--- config.mk ---
export PLATFORM = sky130hd
export DESIGN_NAME = hs_master_flat
export DESIGN_NICKNAME = d
export VERILOG_FILES = /design/src/rtl/hs_master_if.sv /design/src/rtl/hs_master.sv /design/src/flat_wrapper.sv
export SDC_FILE = /design/constraint.sdc
export NUM_CORES = 1
export LEC_CHECK = 0
export CAP_MARGIN = 20
export CORE_MARGIN = 3
export CORE_UTILIZATION = 45
export CTS_BUF_LIST = sky130_fd_sc_hd__clkbuf_2
export DETAILED_ROUTE_END_ITERATION = 8
export PLACE_DENSITY = 0.74
export SYNTH_ARGS = -nofsm -noshare
export SYNTH_HDL_FRONTEND = slang
export SYNTH_SLANG_ARGS = --single-unit
export TNS_END_PERCENT = 20
--- constraint.sdc ---
create_clock -name sys_clk -period 2.5 [get_ports sys_clk]
set_input_delay 0.75 -clock sys_clk [delete_from_list [all_inputs] [get_ports sys_clk]]
set_output_delay 0.75 -clock sys_clk [all_outputs]
set_load 0.01 [all_outputs]
--- src/rtl/hs_master_if.sv ---
// hs_master_if: 8-bit vaild/ready link between hs_master (transmitter) and slave (receiver).
`timescale 1ns/1ps

interface hs_master_if;
  logic       vaild;
  logic       ready;
  logic [7:0] master_data;

  modport master (
    output vaild,
    output master_data,
    input  ready
  );

  modport slave (
    input  vaild,
    input  master_data,
    output ready
  );
endinterface

--- src/rtl/hs_master.sv ---
// hs_master: transmitting end of the vaild/ready byte link.
// Bytes from the local write port are queued in a DEPTH-entry FIFO and presented one at a
// time from a registered output stage.
// Optional build macro HS_MASTER_PATTERN_EN: replaces the write port with an incrementing
// byte generator for link bring-up.
`timescale 1ns/1ps

module hs_master #(
  parameter int unsigned DEPTH = 4
) (
  input  logic                     sys_clk,
  input  logic                     reset,
  input  logic                     wr_en_i,
  input  logic [7:0]               wr_data_i,
  output logic                     full_o,
  output logic                     overflow_o,
  output logic [$clog2(DEPTH):0]   level_o,
  output logic [15:0]              tx_cnt_o,
  hs_master_if.master              link
);

  localparam int unsigned PtrW = $clog2(DEPTH);
  localparam int unsigned LvlW = PtrW + 1;

  typedef enum logic [0:0] {StIdle, StSend} state_e;

  state_e            state_q;
  logic [7:0]        data_q;
  logic [7:0]        mem_q [DEPTH];
  logic [PtrW-1:0]   wr_ptr_q, rd_ptr_q;
  logic [LvlW-1:0]   level_q, level_d;
  logic              full_q;
  logic              overflow_q;
  logic [15:0]       tx_cnt_q;

  logic              push, pop, xfer, ovf_set, fifo_empty;
  logic [7:0]        push_data;

`ifdef HS_MASTER_PATTERN_EN
  logic [7:0] pat_q;
  logic       unused_wr;

  assign unused_wr = ^{wr_en_i, wr_data_i};
  assign push      = ~full_q;
  assign push_data = pat_q;
  assign ovf_set   = 1'b0;

  // Generator advances only when its byte is accepted, so the sequence has no gaps.
  always_ff @(posedge sys_clk or posedge reset) begin
    if (reset) begin
      pat_q <= 8'h00;
    end else if (push) begin
      pat_q <= pat_q + 8'd1;
    end
  end
`else
  assign push      = wr_en_i & ~full_q;
  assign push_data = wr_data_i;
  assign ovf_set   = wr_en_i & full_q;
`endif

  assign fifo_empty = (level_q == '0);
  assign xfer       = (state_q == StSend) & link.ready;
  // Head is loaded whenever the output register is empty or being emptied this edge.
  assign pop        = ~fifo_empty & ((state_q == StIdle) | link.ready);

  // Next FIFO occupancy; a simultaneous push and pop cancel out.
  always_comb begin
    level_d = level_q;
    unique case ({push, pop})
      2'b10:   level_d = level_q + LvlW'(1);
      2'b01:   level_d = level_q - LvlW'(1);
      default: level_d = level_q;
    endcase
  end

  // FIFO storage; contents need no reset since level gates every read.
  always_ff @(posedge sys_clk) begin
    if (push) begin
      mem_q[wr_ptr_q] <= push_data;
    end
  end

  // FIFO pointers, occupancy, full/overflow flags and transfer counter.
  always_ff @(posedge sys_clk or posedge reset) begin
    if (reset) begin
      wr_ptr_q   <= '0;
      rd_ptr_q   <= '0;
      level_q    <= '0;
      full_q     <= 1'b0;
      overflow_q <= 1'b0;
      tx_cnt_q   <= 16'h0000;
    end else begin
      if (push) wr_ptr_q <= wr_ptr_q + PtrW'(1);
      if (pop)  rd_ptr_q <= rd_ptr_q + PtrW'(1);
      level_q <= level_d;
      full_q  <= (level_d == LvlW'(DEPTH));
      if (ovf_set) overflow_q <= 1'b1;
      if (xfer)    tx_cnt_q   <= tx_cnt_q + 16'd1;
    end
  end

  // Output stage: vaild is the state itself, so it never sees ready combinationally.
  always_ff @(posedge sys_clk or posedge reset) begin
    if (reset) begin
      state_q <= StIdle;
      data_q  <= 8'h00;
    end else begin
      if (pop) data_q <= mem_q[rd_ptr_q];
      unique case (state_q)
        StIdle:  if (pop) state_q <= StSend;
        StSend:  if (link.ready && fifo_empty) state_q <= StIdle;
        default: state_q <= StIdle;
      endcase
    end
  end

  assign link.vaild       = (state_q == StSend);
  assign link.master_data = data_q;
  assign full_o           = full_q;
  assign overflow_o       = overflow_q;
  assign level_o          = level_q;
  assign tx_cnt_o         = tx_cnt_q;

endmodule

--- src/flat_wrapper.sv ---
// flat-port wrapper written by rule: the top's interface ports become plain ports
module hs_master_flat 
#(
  parameter int unsigned DEPTH = 4
)
  (sys_clk, reset, wr_en_i, wr_data_i, full_o, overflow_o, level_o, tx_cnt_o, link_vaild, link_master_data, link_ready);
  hs_master_if link_i ();
  input  logic sys_clk;
  input  logic reset;
  input  logic wr_en_i;
  input  logic [7:0] wr_data_i;
  output logic full_o;
  output logic overflow_o;
  output logic [$clog2(DEPTH):0] level_o;
  output logic [15:0] tx_cnt_o;
  output wire logic [$bits(link_i.vaild)-1:0] link_vaild;
  output wire logic [$bits(link_i.master_data)-1:0] link_master_data;
  input wire logic [$bits(link_i.ready)-1:0] link_ready;
  assign link_vaild = link_i.vaild;
  assign link_master_data = link_i.master_data;
  assign link_i.ready = link_ready;
  hs_master #(.DEPTH(DEPTH)) u_core (.sys_clk(sys_clk), .reset(reset), .wr_en_i(wr_en_i), .wr_data_i(wr_data_i), .full_o(full_o), .overflow_o(overflow_o), .level_o(level_o), .tx_cnt_o(tx_cnt_o), .link(link_i));
endmodule
# Yosys cells after proc, flatten, opt, wreduce, memory -nomap -nowiden
# Memory sizes are Yosys's and may differ from the RTL's. A register that Yosys moved wholly into a read port is not among the register bits.
# Index checks and enable logic that the tools add are counted.
# Widths: inputs -> output; s select.
totals:
  reg_bits: 26
  mem_bits_rw: 32
  in_bits: 12
  out_inout_bits: 30
  elab_cells: 32
  mem_count: 1
op_classes:
  addsub: 5
  eq_ne: 3
  muxes: 6
  n_bitwise: 8
  n_reduce_logical: 2
mem_list:
  columns: ["memory", "words", "word_bits", "read_ports", "rd_clocked_by_memory_dff", "write_ports", "line_no", "source"]
  rows:
  - ["u_core.mem_q", 4, 8, 1, 1, 1, "hs_master.sv:29", "logic [7:0] mem_q [DEPTH];"]
op_table:
  columns: ["op", "n"]
  rows:
  - ["$add 16x1->16 const B", 1]
  - ["$pmux 3 s2", 1]
  - ["$add 2x1->2 const B", 2]
  - ["$and 1x1->1", 4]
  - ["$mux 1", 4]
  - ["$add 3x1->3 const B", 1]
  - ["$eq 3x3->1 const B", 1]
  - ["$logic_not 3->1", 1]
  - ["$not 1->1", 3]
  - ["$sub 3x1->3 const B", 1]
  - ["$eq 2x1->1 const B", 1]
  - ["$eq 2x2->1 const B", 1]
  - ["$pmux 1 s2", 1]
  - ["$logic_and 1x1->1", 1]
  - ["$or 1x1->1", 1]

# Depth between registers and ports, before layout
# Gate-level depths: netlist (run 1).
depth:
  word_depth: 6
  ltp_mapped: 9
  depth_no_buf: 8

# Least setup slack after synthesis (run 1)
# No wires, ideal clock.
synth_path:
  path_type: "input to register"
  start: "input wr_en_i"
  end: "register u_core.full_q (netlist: u_core.full_o)"
  arrival_time_ns: 2.264
  t_required_ns: 2.412
  slack_ns: 0.148
  stages: 9
  path_cell_list: "nor2b_1 > clkbuf_1 > inv_1 > ha_1 > fa_1 > xnor2_1 > nor2_1 > xor2_1 > nor3b_1"
synth_via:
  elab_chain_cells: 4
synth_lines:
  columns: ["element", "line_no", "source"]
  rows:
  - ["start, declared", "flat_wrapper.sv:10", "input logic wr_en_i;"]
  - ["$and 1x1->1 (*)", "hs_master.sv:57", "assign push = wr_en_i & ~full_q;"]
  - ["$eq 2x1->1 / $eq 2x2->1 (equally long branches)", "hs_master.sv:70", "unique case ({push, pop})"]
  - ["$pmux 3 s2 (*)", "hs_master.sv:70", null]
  - ["named net u_core.level_d[2]", "hs_master.sv:31", "logic [LvlW-1:0] level_q, level_d;"]
  - ["$eq 3x3->1 (*)", "hs_master.sv:97", "full_q <= (level_d == LvlW'(DEPTH));"]
  - ["end signal, assigned", "hs_master.sv:97", null]
  - ["end, declared", "hs_master.sv:32", "logic full_q;"]
# The timed path passes the listed nets; every way through them passes the cells marked *.
# A chain may end at the register's enable or synchronous reset.

# Worst setup path in the final report (run 1)
# Ends and elaborated chain as after synthesis.

==> results of run 1 <==
[per-stage QoR]
stage,hold slack [ns],worst slack (ns),total power [W]
3_3_place_gp,0.443,-0.188,0.00291
4_1_cts,0.480,0.179,0.00367
2_1_floorplan,0.493,0.148,0.00244
6_report,0.474,0.229,0.00361
3_5_place_dp,0.443,-0.276,0.00297
5_1_grt,0.496,0.105,0.00385
[cells in the final DEF, fill, tap and decap left out, types with 3 or more instances in the layout]
cell type,netlist,layout
clkbuf_2,0,9
and2_1,4,4
ha_1,6,6
clkinv_1,0,3
nor2_1,5,5
clkdlybuf4s50_1,0,41
and3_1,3,3
edfxtp_1,32,32
mux2_4,8,8
nand2_1,5,5
xnor2_1,13,13
buf_4,1,9
dfrtp_1,34,34
nand3_1,7,7
mux4_2,8,8
xor2_1,8,8
inv_1,7,7
[cell usage after synthesis, drive strengths merged]
library cell	instances
a21o	1
a21oi	1
and2	4
and3	3
buf	2
clkbuf	2
dfrtp	34
edfxtp	32
fa	1
ha	6
inv	7
mux2	10
mux4	8
nand2	5
nand3	8
nand3b	1
nand4	2
nor2	5
nor2b	1
nor3	3
nor3b	1
o21ai	2
xnor2	13
xor2	8
[worst min-delay path by stage]
stage,startpoint,to,slack (ns)
2_1_floorplan,u_core.overflow_o,u_core.overflow_o,0.49
3_3_place_gp,u_core.overflow_o,u_core.overflow_o,0.44
3_5_place_dp,u_core.overflow_o,u_core.overflow_o,0.44
4_1_cts,u_core.overflow_o,u_core.overflow_o,0.48
5_1_grt,u_core.overflow_o,u_core.overflow_o,0.50
6_report,u_core.overflow_o,u_core.overflow_o,0.47
[logic make-up (layout without fill, tap and decap cells)]
| group | after synthesis | count (layout) |
|---|---|---|
| AO/OA/AOI/OAI | 4 | 4 |
| XOR/XNOR | 21 | 21 |
| adder cells (fa/ha/maj) | 7 | 7 |
| buffers and inverters | 11 | 73 |
| flip-flops | 66 | 66 |
| multiplexers | 18 | 18 |
| AND/OR/NAND/NOR | 33 | 33 |
[final cells by class]
type                       count  share of cell area (%)
sequential                    66                    54.2
multi-input combinational     83                    24.2
timing repair buffer          50                    14.3
tap                           72                    2.69
clock inverter                 7                    2.51
clock buffer                   9                    1.35
inverter                       7                   0.786
[registers in the layout (all words and copies together), names as in the netlist]
name and count:
u_core.mem_q 32, u_core.tx_cnt_o 16, u_core.link.master_data 8, u_core.level_o 3, u_core.rd_ptr_q 2, u_core.wr_ptr_q 2
u_core.full_o 1, u_core.link.vaild 1, u_core.overflow_o 1
[metal layers]
metal  wire length (µm)  vias to the layer above
li1                   -                      688
met1               1870                      732
met2               2330                       41
met3                208                        8
met4                 57                        0
met5                  0                        -
[power by group through the flow]
stage,registers (W),clock network [W],logic [W]
final,0.00171,0.000682,0.00122
after global routing,0.00176,0.000766,0.00132
after CTS,0.00172,0.000707,0.00125
after detailed placement,0.00173,0,0.00123
after global placement,0.00172,0,0.00119
after floorplan,0.00169,0,0.000746
[critical path: cells and delay by family]
family	cells	cell delay, ns
AND/OR/NAND/NOR	3	0.47
XOR/XNOR	2	0.32
buffers and inverters	2	0.53
adder cells (fa/ha/maj)	2	0.58
==> flow_summary.ini, run 1 <==
[placed_design]
port_buffers = 41
hpwl_um = 2950
dp_cells = 278
place_area_mm2 = 0.00322
gp_congestion = 0.684

[sta]
min_period_over_period_pct = 90.8
worst_pin_slew_ns = 0.590
fin_crit_ns = 2.27
finalMaxSlewViolations = 0
relSlewSlack_pct = 60.6
clock_skew_ns = 0.0118
fmaxAchievable_ghz = 0.440
setup_viol = 0
finalSetupTns_ns = 0
rsz0062_at_grt = no
finalHoldViolations = 0

[global_routing]
grt_pass1_vias = 1557
grt_pass1_wl_um = 7700
busiest_layer = met2
use_met1_pct = 17.1
use_met2_pct = 24.3
grt-ovfl-total = 0
antenna_found_initial = 0
grt_usage_pct = 14.4
gr-usage-met3_pct = 4.37
grt_max_degree = 35

[status]
status = finished clean

[clocking]
cts-root-buf = clkbuf_2
tritoncts = done
cts_resized = 0
clockBufferDepth = 2
insertion_delay_ns = 0.45
clkTransAtPathRegs_ns = 0.17
cts_inserted_buffers = 9
h-tree-depth = 3
cts.sinks = 66
post_cts_buffers = 0
ctsHoldBuffers = 0

[critical_path]
rr_worst_depth = 8
cpMaxStageDelayCell = clkdlybuf4s50_1
required_ns = 2.88
rrSetupSlack_ns = 0.36
critical_path.cell_chain = clkdlybuf4s50_1 > nor2b_1 > inv_1 > ha_1 > fa_1 > xnor2_1 > nor2_1 > xor2_1 > nor3b_1
crit_arrival_ns = 2.65
cp_max_fo = 2
critPathMaxStageDelay_ns = 0.47
end_kind = flip-flop
rr_endpoint = u_core.full_o
endpoint = u_core.full_o
cp-start-kind = input port
criticalPathCategory = in -> reg
cp-startpoint = wr_en_i
r2r_start = u_core.level_o[0]

[cells_and_area]
ff_latch_area_mm2 = 0.00181
final_util_pct = 59.3
area_growth_pct = 25.1
final_nets = 236
postLayoutCellArea_mm2 = 0.00334
stdcell_count = 294
multi_input_area_um2 = 810
fillers = 457
drive_above_1_share_pct = 19.4
diodes = 0

[yosys]
syn_avg_cell_area_um2 = 16.7
synth.distinct_cells = 28
synth_top_area_share_pct = 35.9
synth_top_family_by_area = multiplexers
synthMuxAreaShare_pct = 12.1
synth_area_mm2 = 0.00267
synth_simple_gate_area_share_pct = 6.93
synth_largest_area_cell = edfxtp_1
syn_inst = 160
synth_compound_area_share_pct = 0.842
synth_nets = 179
seq_area_frac_synth_pct = 67.8
ys_ff_latch = 66
synthTopCellsByArea = edfxtp_1 (36%), dfrtp_1 (32%), mux4_2 (6.7%), mux2_4 (4.5%), xnor2_1 (4.3%)
yosys_warnings = 0
synthXorXnorAreaFrac_pct = 6.88
synthAdderAreaFrac_pct = 3.56

[pwr]
power_frac_comb_pct = 33.8
leakage_nw = 1.36
switching_power_w = 0.00109
power.density_mw_per_mm2 = 1080
p_int_w = 0.00252
p_clk_share_pct = 18.9
ir_drop_v = 0.000476
seqPwrFrac_pct = 47.3
switching_share_pct = 30.3

[min_path]
hp-class = reg -> reg
min_path_cells = 1

[detailed_routing]
drc_errors = 0
wirelength_um = 4470
via_per_inst = 5.00
wire_per_inst_um = 15.2
ant_nets = 0
routed-via-count = 1469
dr.pass1.iters = 4
drt_iter0_drc = 69

[floorplan]
floorplan.rows = 27
core_mm2 = 0.00564
initial_utilization_pct = 47.4
io_pins = 42
die-height_um = 83.1
dieArea_mm2 = 0.00690
dieWidth_um = 83.1

[flow_run]
cap_violations = 0
No activity file was read; power rests on OpenSTA's default activity.
==> run 2: changes to the inputs <==
--- a/config.mk
+++ b/config.mk
@@ -11,6 +11,7 @@
 export CTS_BUF_LIST = sky130_fd_sc_hd__clkbuf_2
 export DETAILED_ROUTE_END_ITERATION = 8
 export PLACE_DENSITY = 0.74
+export REMOVE_ABC_BUFFERS = 1
 export SYNTH_ARGS = -nofsm -noshare
 export SYNTH_HDL_FRONTEND = slang
 export SYNTH_SLANG_ARGS = --single-unit
==> flow_summary.ini, run 2 (synthesized netlist as in run 1, its figures left out) <==
[clocking]
h-tree-depth = 3
cts-root-buf = clkbuf_2
insertion_delay_ns = 0.49
tritoncts = done
clockBufferDepth = 2
clkTransAtPathRegs_ns = 0.21
cts_resized = 0
ctsHoldBuffers = 0
post_cts_buffers = 0
cts_inserted_buffers = 9
cts.sinks = 66

[critical_path]
cpLargestDelayFamily = buffers and inverters
required_ns = 1.75
critPathMaxStageDelay_ns = 0.58
crit_arrival_ns = 1.54
critPathBufInv = 1
criticalPathCategory = reg -> out
critical_path.cell_chain = clkdlybuf4s50_1
end_kind = output port
cp-start-kind = flip-flop
cp_max_fo = 4
cpMaxStageDelayCell = clkdlybuf4s50_1

[cells_and_area]
diodes = 0
fillers = 431
stdcell_count = 295
ff_latch_area_mm2 = 0.00181
multi_input_area_um2 = 810
largest_reg_flops = 32
final_nets = 237
final_cell_mix = clkdlybuf4s50_1 (41), dfrtp_1 (34), edfxtp_1 (32)
area_growth_pct = 25.9
largest_register = u_core.mem_q
final_common_cell = clkdlybuf4s50_1
drive_above_1_share_pct = 20.6

[detailed_routing]
wire_per_inst_um = 15.3
dr.pass1.iters = 4
ant_nets = 0
routed-via-count = 1437
drt_iter0_drc = 104
drc_errors = 0
via_per_inst = 4.87
wirelength_um = 4520

[sta]
fmaxAchievable_ghz = 0.436
min_period_over_period_pct = 91.7
holdWs_ns = 0.485
setup_viol = 0
fin_crit_ns = 2.29
rsz0062_at_grt = no
finalHoldViolations = 0
relSlewSlack_pct = 59.9
clock_skew_ns = 0.0244
finalSetupTns_ns = 0
worst_pin_slew_ns = 0.602
finalMaxSlewViolations = 0

[status]
status = finished clean

[pwr]
seqPwrFrac_pct = 46.2
switching_share_pct = 30.9
power_frac_comb_pct = 33.3
p_clk_share_pct = 20.4
p_int_w = 0.00254
leakage_nw = 1.37
switching_power_w = 0.00114
power.density_mw_per_mm2 = 1090
ir_drop_v = 0.000496

[floorplan]
dieArea_mm2 = 0.00690
die-height_um = 83.1
initial_utilization_pct = 47.4
dieWidth_um = 83.1
floorplan.rows = 27
core_mm2 = 0.00564
io_pins = 42

[flow_run]
cap_violations = 0

[global_routing]
grt_usage_pct = 14.4
antenna_found_initial = 0
grt_pass1_wl_um = 7560
grt_pass1_vias = 1507
grt_max_degree = 35
grt-ovfl-total = 0

[placed_design]
dp_cells = 279
port_buffers = 41
gp_congestion = 0.720
hpwl_um = 3080

[min_path]
hp-class = reg -> reg
## run 2: area by class of cell
class	instances	area share (%)
multi-input combinational	83	24.0
tap	72	2.68
clock buffer	9	1.34
timing repair buffer	51	14.4
sequential	66	53.8
inverter	7	0.780
clock inverter	7	2.94
## run 2: final timing paths
| check | cells after the start | slack (ns) | from | end |
|---|---|---|---|---|
| setup / recovery | 1 | 0.21 | u_core.level_o[0] | level_o[0] |
| hold / removal | 1 | 0.48 | u_core.tx_cnt_o[15] | u_core.tx_cnt_o[15] |
| setup reg to reg | 8 | 0.39 | u_core.level_o[0] | u_core.full_o |
| hold reg to reg | 1 | 0.48 | u_core.tx_cnt_o[15] | u_core.tx_cnt_o[15] |
| max in group asynchronous | 3 | 1.57 | reset | u_core.link.master_data[6] |
| min in group asynchronous | 3 | 0.61 | reset | u_core.tx_cnt_o[3] |
## run 2: power groups by stage
stage	Sequential, W	Combinational, W	Clock (W)
after detailed placement	0.00173	0.00124	0
after floorplan	0.00174	0.000664	0
after CTS	0.00171	0.00125	0.000780
after global routing	0.00175	0.00133	0.000826
after global placement	0.00172	0.00121	0
final	0.00170	0.00123	0.000752
## run 2: metrics by stage
step / worst slack [ns] / power, W / cell area [µm²] / util, %
2_1_floorplan: -0.354 / 0.00241 / 2650 / -
3_3_place_gp: -0.194 / 0.00293 / 3220 / 57.1
3_5_place_dp: -0.245 / 0.00298 / 3220 / 57.1
4_1_cts: 0.138 / 0.00374 / 3370 / 59.7
5_1_grt: 0.0913 / 0.00390 / 3370 / 59.7
6_report: 0.208 / 0.00368 / 3370 / 59.7
## run 2: routing by layer
layer	part of all wire (%)	wire length (µm)	up-vias	global-route usage, %
met4	1.4	64	0	5.35
met5	0	0	-	0
met3	5.0	225	8	5.36
li1	-	-	691	-
met1	47	2110	703	19.0
met2	47	2130	35	21.7
==> run 3: changes to the inputs <==
==> constraint.sdc (replaced) <==
create_clock -name sys_clk -period 2.5 [get_ports sys_clk]
set_input_delay 0.75 -clock sys_clk [delete_from_list [all_inputs] [get_ports sys_clk]]
set_output_delay 0.75 -clock sys_clk [all_outputs]
set_load 0.005 [all_outputs]
==> results of run 3 <==
Same layout as run 2 (identical final DEF). Status: finished clean.
Main changes from that run: setup slack after layout 0.208 ns -> 0.242 ns; total power 0.00368 W -> 0.00361 W; worst IR drop on VDD 0.000496 V -> 0.000483 V
==> patch 1: new RTL, settings of run 1 <==
`DEPTH` is set to 4 in 2 places; all go to 8.
--- a/src/rtl/hs_master.sv
+++ b/src/rtl/hs_master.sv
@@ -6,7 +6,7 @@
 `timescale 1ns/1ps
 
 module hs_master #(
-  parameter int unsigned DEPTH = 4
+  parameter int unsigned DEPTH = 8
 ) (
   input  logic                     sys_clk,
   input  logic                     reset,
--- a/src/flat_wrapper.sv
+++ b/src/flat_wrapper.sv
@@ -1,7 +1,7 @@
 // flat-port wrapper written by rule: the top's interface ports become plain ports
 module hs_master_flat 
 #(
-  parameter int unsigned DEPTH = 4
+  parameter int unsigned DEPTH = 8
 )
   (sys_clk, reset, wr_en_i, wr_data_i, full_o, overflow_o, level_o, tx_cnt_o, link_vaild, link_master_data, link_ready);
   hs_master_if link_i ();
Ports: changed (resized level_o); port bits go from 42 to 43. No check against the original RTL was run, so the function may have changed too.
==> patch 1 against run 1 <==
  * Worst setup slack got worse by 0.10 ns
  * Global-route usage increased by 1.1 points
  * Area after synthesis is 60% higher
  * Synthesized cell count increased by 81%
  * Non-clock buffer count grew 13
  * Clock power shrank 6.7%
  * Wire length up 70%
  * Power up 41%
  * Design area grew 50%
  * Sequential cell count increased by 35
  * Critical endpoint is now tx_cnt_o[6]
==> patch 1: results (changes against run 1) <==
** Logic synthesis
- The number of distinct library cells after synthesis is 37 (was 28).
- The synthesized-area fraction occupied by ao, oa, aoi and oai cells was 5.40% (was 0.842%).
- The combinational family with the most area after synthesis is simple AND/OR/NAND/NOR gates (was multiplexers).
- Most instantiated library cell after synthesis :: edfxtp_1 (was dfrtp_1)
- Sequential-to-total area share from yosys stat :: 66.8% (was 67.8%)
- Synth Net Count :: 308 (was 179)
- The most instantiated flip-flop cell in the synthesis netlist is edfxtp_1 (was dfrtp_1).
- Adder and majority gate portion of the synthesized area :: 1.76% (was 3.56%)
- Xor and xnor fraction of the mapped netlist area :: 4.72% (was 6.88%)
- Top cells by count, synth: 64 x edfxtp_1, 37 x dfrtp_1, 33 x mux2i_1, 17 x a22oi_1, 16 x inv_1 (was 34 x dfrtp_1, 32 x edfxtp_1, 13 x xnor2_1).
- The share of synthesized area spent on multiplexers was 8.89% (was 12.1%).

** Status
- Status: complete, no violations (unchanged).

** Setup path
- R2R depth :: 10 (was 8)
- The endpoint of the worst setup timing path was tx_cnt_o[6] (was u_core.full_o).
- The worst setup slack for register-to-register paths came to 0.32 ns (was 0.36 ns).
- The first element of the critical path was u_core.tx_cnt_o[6] (was wr_en_i).
- Crit path DAT :: 1.62 ns (was 2.65 ns)
- Delay-heaviest family, CP :: buffers and inverters (was adder cells)
- Crit Reg-Reg Startpoint :: u_core.level_o[1] (was u_core.level_o[0])
- The largest fanout of any net on the critical path is 6 (was 2).
- The highest cell delay on the worst timing path was 0.56 ns (was 0.47 ns).

** Global routing
- Global-route wire length before repair :: 12.1 mm (was 7.70 mm)
- Largest net degree at the start of global routing :: 38 (was 35)

** Power and ir drop
- Worst-case vdd ir drop :: 0.591 mV (was 0.476 mV)

** Timing
- Final worst clock skew :: 0.0389 ns (was 0.0118 ns)
- Worst Max-Slew Pin Slew :: 0.800 ns (was 0.590 ns)

** Placed design
- The HPWL after detailed placement came to 4.82 mm (was 2.95 mm).
- The final RePlAce weighted congestion was 0.818 (was 0.684).
- Total of buffers placed on input and output ports :: 42 (was 41)

** Layout
- Largest register FFs :: 64 (was 32)
- The fraction of final layout cells sized beyond drive strength 1 is 15.7% (was 19.4%).

** Routing
- Wirelength, routed :: 7.61 mm (was 4.47 mm)
- The vias after detailed routing is 2,424 (was 1,469).

** Clocking
- Clock network latency to the later pin of the worst-skew pair :: 0.54 ns (was 0.45 ns)
==> patch 1: changes by cell type after synthesis, sizes merged, moves of 4 or more <==
cell	run 1	this run
mux2i	0	33
edfxtp	32	64
a22oi	0	17
buf	2	11
inv	7	16
mux4	8	0
nor2	5	13
nand2	5	12
o21ai	2	9
mux2	10	4
nor2b	1	5
nor3	3	7
==> patch 1: repair_timing <==
item,in CTS,in global routing
setup buffers,0,1
setup endpoints to repair,0,5
gates resized for setup,0,4
==> patch 1: layout make-up <==
type	count	area, um2	share of cell area (%)
flip-flops and latches	101	2850	57.0
multi-input cells	161	1270	25.4
clock inverters	3	13.8	0.275
clock buffers	13	65.1	1.30
repair buffers	63	581	11.6
well taps	126	158	3.15
inverters	16	60.1	1.20
==> patch 1: cell families after synthesis <==
logic type / after synthesis
flip-flops: 101
AND/OR/NAND/NOR: 62
multiplexers: 37
AO/OA/AOI/OAI: 33
buffers and inverters: 28
XOR/XNOR: 23
adder cells (fa/ha/maj): 6
==> patch 1: metrics by stage <==
| step | setup TNS [ns] | instance area [um2] | std cells | hold slack, ns | total power, mW |
|---|---|---|---|---|---|
| 2_1_floorplan | 0 | 4270 | 290 | 0.480 | 3.76 |
| 3_3_place_gp | -0.439 | 4910 | 466 | 0.441 | 4.45 |
| 4_1_cts | 0 | 4990 | 482 | 0.493 | 5.14 |
| 5_1_grt | 0 | 5000 | 483 | 0.529 | 5.47 |
| 6_report | 0 | 5000 | 483 | 0.485 | 5.10 |
| 3_5_place_dp | -0.526 | 4910 | 466 | 0.453 | 4.51 |
==> patch 1: per-layer routing <==
layer	share of wire, %	GRT usage [%]	up-vias
met2	50	23.7	42
li1	-	-	1174
met5	0	0	-
met3	3.5	3.02	11
met4	1.9	6.67	0
met1	45	21.6	1197
==> patch 1: worst min-delay path by stage <==
| stage | from | to | slack [ns] | cells past startpoint |
|---|---|---|---|---|
| final | u_core.tx_cnt_o[15] | u_core.tx_cnt_o[15] | 0.49 | 1 |
| after CTS | u_core.tx_cnt_o[15] | u_core.tx_cnt_o[15] | 0.49 | 1 |
| after global placement | u_core.overflow_o | u_core.overflow_o | 0.44 | 1 |
| after global routing | u_core.overflow_o | u_core.overflow_o | 0.53 | 1 |
| after detailed placement | u_core.overflow_o | u_core.overflow_o | 0.45 | 1 |
| after floorplan | u_core.wr_ptr_q[0] | u_core.wr_ptr_q[0] | 0.48 | 1 |
==> patch 1: where the power goes <==
part | leakage, nW | switching [mW] | total, mW | internal [mW]
clock | 0.0661 | 0.493 | 0.636 | 0.143
combinational | 0.897 | 1.03 | 2.04 | 1.01
sequential | 1.03 | 0.247 | 2.42 | 2.18
==> patch 2: new RTL, flow settings as in run 1 <==
Made on the original files. Put one more register stage on the output `tx_cnt_o`, cleared by the reset. The value now appears one clock later. The other outputs are not delayed to match.
--- a/src/rtl/hs_master.sv
+++ b/src/rtl/hs_master.sv
@@ -120,7 +120,13 @@
   assign full_o           = full_q;
   assign overflow_o       = overflow_q;
   assign level_o          = level_q;
-  assign tx_cnt_o         = tx_cnt_q;
+  always_ff @(posedge sys_clk or posedge reset) begin
+    if (reset) begin
+      tx_cnt_o <= '0;
+    end else begin
+      tx_cnt_o <= tx_cnt_q;
+    end
+  end
 
 endmodule
 
Formal check against the unedited RTL: not equivalent (Yosys sat finds a counterexample within 4 cycles, from zero or initial values and one cycle with reset high).
==> patch 2 against run 1 <==
  * Global-route usage is essentially flat
  * Area after synthesis up 16%
  * Sequential power grew 17%
  * Sequential cell count grew 16
  * Power rose by 4.1%
  * Design area increased by 12%
  * Critical path depth decreased by 8
  * Worst setup slack lost 0.080 ns
  * Wire length grew 9.6%
  * Critical path type is now flop to output pin
==> patch 2: results (changes against run 1) <==
** Routing
- The post-route met1 wirelength was 2.29 mm (was 1.87 mm).
- Sum of met2 wire segment lengths after detailed routing :: 2.33 mm (about the same)
- 1st-iter DRT viols :: 73 (was 69)
- Detailed-routed wire length on met3 :: 194 um (was 208 um)
- Wirelength, routed :: 4.90 mm (was 4.47 mm)

** Logic synthesis
- Sequential-to-total area share from yosys stat :: 71.5% (was 67.8%)
- The xor/xnor cell area share of the yosys netlist is 5.94% (was 6.88%).
- Fraction of the mapped netlist area in compound gates :: 0.728% (was 0.842%)
- The share of synthesized area spent on multiplexers is 10.1% (was 12.1%).
- Synth area leaders: dfrtp_1 40%, edfxtp_1 31%, mux4_1 4.2% (was edfxtp_1 36%, dfrtp_1 32%, mux4_2 6.7%).
- The number of instances in the synthesized netlist came to 177 (was 160).
- Adder and majority gate portion of the synthesized area :: 3.07% (was 3.56%)

** Layout
- Fraction of area in non-clock buffers :: 12.7% (was 14.3%)
- Repair and plain buffers :: 48 (was 50)
- The number of fillers in the final layout is 512 (was 457).
- The post-layout instance count excluding filler cells is 314 (was 294).
- The final net count was 251 (was 236).
- Fraction of area in clock buffers and inverters :: 2.55% (was 3.85%)
- Register area :: 0.00221 mm2 (was 0.00181 mm2)
- Multi-input gate count :: 85 (was 83)
- Area of combinational cells with multiple inputs :: 835 um2 (was 810 um2)
- The share of cell area taken by multi-input logic gates came to 22.3% (was 24.2%).

** Placed design
- Post-place instance area :: 0.00364 mm2 (was 0.00322 mm2)
- The worst setup slack before clock tree synthesis is -0.259 ns (was -0.276 ns).
- The HPWL after detailed placement was 3.30 mm (was 2.95 mm).

** Status
- Status: complete, no violations (unchanged).

** Global routing
- The number of global-route vias before repair was 1,634 (was 1,557).
- Largest net degree at the start of global routing :: 51 (was 35)
- The met2 track utilization from global routing came to 21.0% (was 24.3%).
- The met3 track utilization from global routing is 4.42% (was 4.37%).

** Clocking
- The insertion delay of the later-clocked pin in the worst-skew pair is 0.53 ns (was 0.45 ns).
- TritonCTS Sinks :: 82 (was 66)
- Clock-pin slew reported for the worst setup and hold paths after clock tree synthesis :: 0.25 ns (was 0.17 ns)

** Power and ir drop
- Static power due to leakage :: 1.56 nW (was 1.36 nW)
- The portion of total power attributed to combinational logic was 30.8% (was 33.8%).
- The post-layout total power was 3.76 mW (was 3.61 mW).
- Seq power :: 2.00 mW (was 1.71 mW)
- Worst-case vdd ir drop :: 0.550 mV (was 0.476 mV)

** Setup path
- The largest fanout of any net on the critical path came to 4 (was 2).
- The highest cell delay on the worst timing path is 0.58 ns (was 0.47 ns).

** Timing
- Final worst clock skew :: 0.0390 ns (was 0.0118 ns)
patch 2: cell count changes after synthesis, moves of 2 or more:
| cell | delta |
|---|---|
| dfrtp_1 | +16 |
| mux2_2 | +8 |
| mux2_4 | -8 |
| mux4_1 | +5 |
| mux4_2 | -5 |
| nor2_1 | -2 |
| nor3_2 | -2 |
patch 2: final timing paths:
| path | slack [ns] | cells past startpoint | endpoint | startpoint |
|---|---|---|---|---|
| max | 0.15 | 1 | level_o[0] | u_core.level_o[0] |
| min | 0.44 | 0 | u_core.tx_cnt_o[15] | u_core.tx_cnt_q[15] |
| max reg2reg | 0.33 | 8 | u_core.full_o | u_core.level_o[0] |
| min reg2reg | 0.44 | 0 | u_core.tx_cnt_o[15] | u_core.tx_cnt_q[15] |
| max in group asynchronous | 1.71 | 3 | u_core.link.master_data[1] | reset |
| min in group asynchronous | 0.53 | 3 | u_core.tx_cnt_o[5] | reset |
